==> src/rtl/enet_tx_arb_pkg.sv <==
// -----------------------------------------------------------------------------
// enet_tx_arb_pkg
//   Shared definitions for the Ethernet TX frame arbiter:
//     - arb_state_e     : FSM state encoding (IDLE, XFER, GAP)
//     - byte_cnt_width  : width of the per-frame byte counter for a given
//                         MAX_FRAME (must be able to hold MAX_FRAME itself)
//     - gap_cnt_width   : width of the inter-frame gap down-counter
//     - idx_width       : width of a requester index (round-robin pointer)
// -----------------------------------------------------------------------------
package enet_tx_arb_pkg;

    typedef enum logic [1:0] {
        ST_IDLE = 2'd0,   // waiting to arbitrate (or to regrant a split owner)
        ST_XFER = 2'd1,   // owner bytes pass straight through to the controller
        ST_GAP  = 2'd2    // forced idle after every emitted tlast
    } arb_state_e;

    function automatic int byte_cnt_width(input int max_frame);
        return (max_frame < 1) ? 1 : $clog2(max_frame + 1);
    endfunction

    // A zero-cycle gap still gets a 1-bit counter so the declaration stays legal.
    function automatic int gap_cnt_width(input int gap_cycles);
        return (gap_cycles < 1) ? 1 : $clog2(gap_cycles + 1);
    endfunction

    function automatic int idx_width(input int n);
        return (n < 2) ? 1 : $clog2(n);
    endfunction

endpackage

==> src/rtl/rr_arbiter.sv <==
// -----------------------------------------------------------------------------
// rr_arbiter
//   Purely combinational round-robin picker. Starting with the requester just
//   after ptr (wrapping), the first asserted req bit wins.
//   Ports:
//     req     in   N    request vector
//     ptr     in   PW   index of the previous winner
//     en      in   1    0 forces gnt to zero and leaves the pointer alone
//     gnt     out  N    one-hot winner, 0 when nothing requested or en=0
//     ptr_new out  PW   index of the winner (equals ptr when no grant)
// -----------------------------------------------------------------------------
module rr_arbiter
    import enet_tx_arb_pkg::*;
#(
    parameter  int N  = 2,
    localparam int PW = idx_width(N)
)(
    input  logic [N-1:0]  req,
    input  logic [PW-1:0] ptr,
    input  logic          en,
    output logic [N-1:0]  gnt,
    output logic [PW-1:0] ptr_new
);

    logic found;
    int   idx;

    // NOTE: every output and temporary gets a default before any branch, so no
    // path through this block can leave a value held (which would infer a latch).
    always_comb begin
        gnt     = '0;
        ptr_new = ptr;
        found   = 1'b0;
        idx     = 0;
        if (en) begin
            // Scan ptr+1 .. ptr+N so the previous winner is checked last.
            for (int i = 1; i <= N; i++) begin
                idx = (int'(ptr) + i) % N;
                if (!found && req[idx]) begin
                    found      = 1'b1;
                    gnt[idx]   = 1'b1;
                    ptr_new    = PW'(idx);
                end
            end
        end
    end

endmodule

==> src/rtl/enet_tx_frame_arbiter.sv <==
// -----------------------------------------------------------------------------
// enet_tx_frame_arbiter
//   Shares the single 8-bit AXI-stream TX port of the Ethernet controller
//   between N_REQ byte-stream requesters. Frames are arbitrated round-robin at
//   frame granularity, split at MAX_FRAME bytes, and separated by GAP_CYCLES
//   idle cycles. Everything runs on the controller's TX clock.
//
//   Parameters:
//     N_REQ       number of requesters (>= 2)
//     MAX_FRAME   max payload bytes per emitted frame
//     GAP_CYCLES  idle cycles forced after each emitted tlast (0 = none)
//
//   Ports:
//     i_axi_tx_clk     in   1        TX clock, rising edge
//     i_axi_tx_rst_n   in   1        synchronous active-low reset
//     i_enable         in   1        0 blocks new grants; current frame completes
//     i_req_tdata      in   8*N_REQ  requester k at [8k+7:8k]
//     i_req_tvalid     in   N_REQ
//     i_req_tlast      in   N_REQ
//     o_req_tready     out  N_REQ    only the owner sees the controller tready
//     o_axi_tx_tdata   out  8
//     o_axi_tx_tvalid  out  1
//     o_axi_tx_tlast   out  1        source tlast or MAX_FRAME limit
//     i_axi_tx_tready  in   1
//     o_grant          out  N_REQ    one-hot owner, 0 when none
//     o_frame_cnt      out  32       emitted frames (wraps)
//     o_split_cnt      out  16       frames closed by the size limit (wraps)
// -----------------------------------------------------------------------------
module enet_tx_frame_arbiter
    import enet_tx_arb_pkg::*;
#(
    parameter int N_REQ      = 2,
    parameter int MAX_FRAME  = 1024,
    parameter int GAP_CYCLES = 12
)(
    input  logic                 i_axi_tx_clk,
    input  logic                 i_axi_tx_rst_n,
    input  logic                 i_enable,
    input  logic [8*N_REQ-1:0]   i_req_tdata,
    input  logic [N_REQ-1:0]     i_req_tvalid,
    input  logic [N_REQ-1:0]     i_req_tlast,
    output logic [N_REQ-1:0]     o_req_tready,
    output logic [7:0]           o_axi_tx_tdata,
    output logic                 o_axi_tx_tvalid,
    output logic                 o_axi_tx_tlast,
    input  logic                 i_axi_tx_tready,
    output logic [N_REQ-1:0]     o_grant,
    output logic [31:0]          o_frame_cnt,
    output logic [15:0]          o_split_cnt
);

    localparam int BCW = byte_cnt_width(MAX_FRAME);
    localparam int GCW = gap_cnt_width(GAP_CYCLES);
    localparam int PW  = idx_width(N_REQ);

    // Byte index of the last beat a frame may carry before it is forced closed.
    localparam logic [BCW-1:0] LAST_BYTE_IDX = BCW'(MAX_FRAME - 1);
    localparam logic [GCW-1:0] GAP_LOAD      = GCW'(GAP_CYCLES);
    localparam logic [GCW-1:0] GAP_ONE       = GCW'(1);

    // ---------------------------------------------------------------- state
    arb_state_e         state_q,     state_d;
    logic [N_REQ-1:0]   grant_q,     grant_d;
    logic [PW-1:0]      ptr_q,       ptr_d;
    logic [BCW-1:0]     byte_cnt_q,  byte_cnt_d;
    logic [GCW-1:0]     gap_cnt_q,   gap_cnt_d;
    logic [31:0]        frame_cnt_q, frame_cnt_d;
    logic [15:0]        split_cnt_q, split_cnt_d;
    // Set when a frame was closed by the size limit; the same owner must get
    // the port back next so the rest of its source frame follows directly.
    logic               split_q,     split_d;

    // ---------------------------------------------------------- arbitration
    logic               arb_en;
    logic [N_REQ-1:0]   arb_gnt;
    logic [PW-1:0]      arb_ptr;

    // A pending split continuation bypasses arbitration entirely.
    assign arb_en = (state_q == ST_IDLE) && i_enable && !split_q;

    rr_arbiter #(
        .N       (N_REQ)
    ) u_rr_arbiter (
        .req     (i_req_tvalid),
        .ptr     (ptr_q),
        .en      (arb_en),
        .gnt     (arb_gnt),
        .ptr_new (arb_ptr)
    );

    // --------------------------------------------------------- pass-through
    logic [7:0] own_tdata;
    logic       own_tvalid;
    logic       own_tlast;
    logic       at_limit;
    logic       beat;

    always_comb begin
        own_tdata = '0;
        for (int k = 0; k < N_REQ; k++) begin
            if (grant_q[k]) begin
                own_tdata = i_req_tdata[8*k +: 8];
            end
        end
        own_tvalid = |(i_req_tvalid & grant_q);
        own_tlast  = |(i_req_tlast  & grant_q);
        at_limit   = (byte_cnt_q == LAST_BYTE_IDX);

        o_axi_tx_tdata  = '0;
        o_axi_tx_tvalid = 1'b0;
        o_axi_tx_tlast  = 1'b0;
        o_req_tready    = '0;
        if (state_q == ST_XFER) begin
            o_axi_tx_tdata  = own_tdata;
            o_axi_tx_tvalid = own_tvalid;
            o_axi_tx_tlast  = own_tlast || at_limit;
            o_req_tready    = grant_q & {N_REQ{i_axi_tx_tready}};
        end
        beat = (state_q == ST_XFER) && own_tvalid && i_axi_tx_tready;
    end

    // ----------------------------------------------------------- next state
    always_comb begin
        state_d     = state_q;
        grant_d     = grant_q;
        ptr_d       = ptr_q;
        byte_cnt_d  = byte_cnt_q;
        gap_cnt_d   = gap_cnt_q;
        frame_cnt_d = frame_cnt_q;
        split_cnt_d = split_cnt_q;
        split_d     = split_q;

        unique case (state_q)
            ST_IDLE: begin
                if (split_q) begin
                    // Owner kept its grant through the gap; just resume.
                    state_d = ST_XFER;
                    split_d = 1'b0;
                end else if (|arb_gnt) begin
                    grant_d = arb_gnt;
                    ptr_d   = arb_ptr;
                    state_d = ST_XFER;
                end
            end

            ST_XFER: begin
                if (beat) begin
                    if (o_axi_tx_tlast) begin
                        frame_cnt_d = frame_cnt_q + 32'd1;
                        byte_cnt_d  = '0;
                        // A source tlast on the limit beat is an ordinary end.
                        if (!own_tlast) begin
                            split_cnt_d = split_cnt_q + 16'd1;
                            split_d     = 1'b1;
                        end else begin
                            grant_d     = '0;
                        end
                        if (GAP_CYCLES > 0) begin
                            state_d   = ST_GAP;
                            gap_cnt_d = GAP_LOAD;
                        end else begin
                            state_d   = ST_IDLE;
                        end
                    end else begin
                        byte_cnt_d = byte_cnt_q + 1'b1;
                    end
                end
            end

            ST_GAP: begin
                if (gap_cnt_q <= GAP_ONE) begin
                    state_d = ST_IDLE;
                end else begin
                    gap_cnt_d = gap_cnt_q - 1'b1;
                end
            end

            default: begin
                state_d = ST_IDLE;
            end
        endcase
    end

    // ------------------------------------------------------------ registers
    // NOTE: state is updated with non-blocking assignments so every flop sees
    // the pre-edge values of the others, independent of statement order.
    always_ff @(posedge i_axi_tx_clk) begin
        if (!i_axi_tx_rst_n) begin
            state_q     <= ST_IDLE;
            grant_q     <= '0;
            ptr_q       <= PW'(N_REQ - 1);   // requester 0 wins first
            byte_cnt_q  <= '0;
            gap_cnt_q   <= '0;
            frame_cnt_q <= '0;
            split_cnt_q <= '0;
            split_q     <= 1'b0;
        end else begin
            state_q     <= state_d;
            grant_q     <= grant_d;
            ptr_q       <= ptr_d;
            byte_cnt_q  <= byte_cnt_d;
            gap_cnt_q   <= gap_cnt_d;
            frame_cnt_q <= frame_cnt_d;
            split_cnt_q <= split_cnt_d;
            split_q     <= split_d;
        end
    end

    assign o_grant     = grant_q;
    assign o_frame_cnt = frame_cnt_q;
    assign o_split_cnt = split_cnt_q;

endmodule

==> config.mk <==
export PLATFORM = sky130hd
export DESIGN_NAME = enet_tx_frame_arbiter
export DESIGN_NICKNAME = d
export VERILOG_FILES = /design/src/rtl/enet_tx_arb_pkg.sv /design/src/rtl/rr_arbiter.sv /design/src/rtl/enet_tx_frame_arbiter.sv
export SDC_FILE = /design/constraint.sdc
export NUM_CORES = 1
export LEC_CHECK = 0
export CORE_MARGIN = 1
export CORE_UTILIZATION = 59
export CTS_BUF_LIST = sky130_fd_sc_hd__clkbuf_8
export CTS_CLUSTER_DIAMETER = 120
export DETAILED_ROUTE_END_ITERATION = 12
export DONT_BUFFER_PORTS = 1
export GPL_TIMING_DRIVEN = 0
export PLACE_DENSITY = 0.75
export SLEW_MARGIN = 20
export SYNTH_ARGS = -nofsm -noshare
export SYNTH_HDL_FRONTEND = slang
export SYNTH_SLANG_ARGS = --single-unit
==> constraint.sdc <==
create_clock -name i_axi_tx_clk -period 5.1 [get_ports i_axi_tx_clk]
set_input_delay 0.51 -clock i_axi_tx_clk [delete_from_list [all_inputs] [get_ports i_axi_tx_clk]]
set_output_delay 0.51 -clock i_axi_tx_clk [all_outputs]
set_load 0.01 [all_outputs]
==> results.tsv <==
metric	value	unit
status	complete, no violations	
yosys warns	0	
crit path max-delay cell type	nor2_1	
Hold Buf Count CTS	0	
die height	77.0	um
worst slew pin tran	0.909	ns
Core Region	5270	um^2
Setup Fix Bufs, Post-CTS	0	
Post-Layout Cell Count	491	
Worst-path clk slew	0.07	ns
Storage cell area	1380	um^2
H-tree depth	3	
adder-cell area share of the yosys netlist	1.89	%
Iter 0 DRT Violations	194	
main combinational cell family by area after synthesis	simple AND/OR/NAND/NOR gates	
CP Class	flip-flop to flip-flop	
Root Driver	clkbuf_8	
sw power	0.227	mW
Setup Skew	0.00811	ns
Final min period	2.61	ns
vias in the first global route	2706	
CTS Buf Count	9	
largest net degree at the start of global routing	11	
Clock power frac	43.0	%
post-route cell area	3600	um^2
setup violators final	0	
Routed WL	7.79	mm
Placed Instances	476	
Filler cells	438	
die area	5930	um^2
first-pass GRT wire length	12.7	mm
First-pass DRT Iterations	4	
area leader, netlist	dfxtp_1	
Clock Latency Late Sink	0.33	ns
Synth Register Bits	69	
Crit Path Max Fanout	10	
Post-Synth Simple-Gate Area	30.1	%
Final Wtd Congestion	0.837	
Hold Vio Cnt, Final	0	
I/O pin count	86	
crit start category	flip-flop	
ratio of cells with drive above 1 in the final layout	3.80	%
# port buffers	0	
antenna cell count	0	
Most used DFF post-synth	dfxtp_1	
P_int	0.796	mW
Seq pwr share	53.3	%
Final Util	68.3	%
WL per Instance	15.9	um
FFs w/ async S/R, synth	0	%
Layout area overhead	8.45	%
initial antenna violation count	0	
Net Count, Synth	435	
DRC	0	
area occupied by multi-input gates	1840	um^2
Setup crit end kind	flip-flop	
Slew HR	38.9	%
commonest non-fill, non-tap cell in the layout	dfxtp_1	
Top delay family on crit path	simple AND/OR/NAND/NOR gates	
Comb power frac	3.8	%
CP Cell Sequence	a22oi_1, nor2_1, nand3_1, or4_1, a21oi_1	
die width	77.0	um
mux share of post-synthesis cell area	0	%
largest stage delay on the critical path	0.57	ns
Hold Path Class	input port to flip-flop	
sequential share of the synthesized area	41.6	%
CTS Buffer Depth	2	
arrival time worst endpoint	2.86	ns
switching share of power	22.2	%
Buf/Inv on CP	0	
Via Count	3049	
RSZ-0062 raised after global routing	no	
Max VDD drop	0.157	mV
vias per inst	6.21	
library cells used by synthesis	38	
Slew Viols, Final	0	
synthesized cell area	3320	um^2
fin crit share	51.1	%
CTS tree	done	
cts repair resizes	0	
final antenna-violating net count	0	
Syn Inst Count	406	
Row Count	26	
Final nets	446	
Lkg Pwr	1.16	nW
Synth area leaders	dfxtp_1 42%, nor2_1 5.9%, a21oi_1 5.4%	
syn_area_per_cell	8.17	um^2
XOR/XNOR Fraction of Synth Area	8.45	%
max_cap viols	0	
Overflow after GRT	0	
Crit path required time	5.35	ns
maximum operating frequency	0.383	GHz
Cell Pwr Density	284	nW/um^2
post-synth top area share	41.6	%
HPWL after DPL	5.60	mm
Fin Setup TNS	0	ns
Synth Area in Compound Gates	15.1	%
number of synthesized flops with an enable pin	0	
initial core utilization	62.9	%
CTS sink cnt	69	
placed inst area	3400	um^2
commonest non-fill, non-tap cells in the layout	69 x dfxtp_1, 52 x nor2_1, 36 x a21oi_1	
Total GRT Usage	26.7	%
[power groups by stage]
stage / clock network (mW) / registers [mW] / logic (mW)
after floorplan: 0 / 0.556 / 0.0283
after global placement: 0 / 0.557 / 0.0379
after detailed placement: 0 / 0.557 / 0.0386
after CTS: 0.442 / 0.545 / 0.0386
after global routing: 0.471 / 0.545 / 0.0426
final: 0.440 / 0.545 / 0.0386
[flip-flops by register name, summed over array words and instances, names as in the netlist]
name and flops:
o_frame_cnt 32, o_split_cnt 16, byte_cnt_q 11, gap_cnt_q 4, o_grant 2, state_q 2, ptr_q 1, split_q 1
[logic make-up (layout without fill, tap and decap cells)]
logic type,count (synthesis),in the layout
and+or+nand+nor,192,192
AOI/OAI and AO/OA,83,83
DFF,69,69
xor gates and xnor gates,32,32
buffers and inverters,25,40
adders and majority gates,5,5
[per-layer routing]
layer | part of all wire, % | wire length (um) | track usage [%]
met1 | 46 | 3560 | 33.4
met2 | 47 | 3640 | 44.0
met3 | 6.7 | 525 | 7.38
met4 | 0.83 | 65 | 9.06
met5 | 0 | 0 | 0
[cell type report]
type,instances,share of cell area [%]
multi-input combinational,312,51.2
sequential,69,38.4
clock buffer,11,4.21
tap,70,2.43
buffer,14,1.50
clock inverter,4,1.15
inverter,11,1.15
[Yosys cell counts (2+ instances only)]
master and n:
dfxtp_1 69, nor2_1 52, a21oi_1 36, nand2_1 29, or3_1 21, nand4_1 20, nand3_1 19, o21ai_0 19
xnor2_1 16, xor2_1 16, clkbuf_1 13, inv_1 11, a22oi_1 10, and3_1 9, nor3_1 9, nor4_1 9
or4_1 9, o31ai_1 7, ha_1 5, and2_1 4, and4_1 3, nand2b_1 2, nor2b_1 2, o211ai_1 2
[stage by stage]
stage / hold WS (ns) / worst slack (ns) / total power, mW
after floorplan: 0.444 / 2.92 / 0.584
after global placement: 0.454 / 2.53 / 0.595
after detailed placement: 0.465 / 2.47 / 0.596
after CTS: 0.267 / 2.52 / 1.03
after global routing: 0.282 / 2.32 / 1.06
final: 0.273 / 2.49 / 1.02
[path summary, 6_finish.rpt]
check                 start              end  slack (ns)  depth (start not counted)
min          i_axi_tx_rst_n            ptr_q        0.27                          1
max              o_grant[0]  o_frame_cnt[28]        2.49                          5
max reg2reg      o_grant[0]  o_frame_cnt[28]        2.49                          5
min reg2reg  byte_cnt_q[10]   byte_cnt_q[10]        0.47                          1
Power figures use the tool's default switching activity.
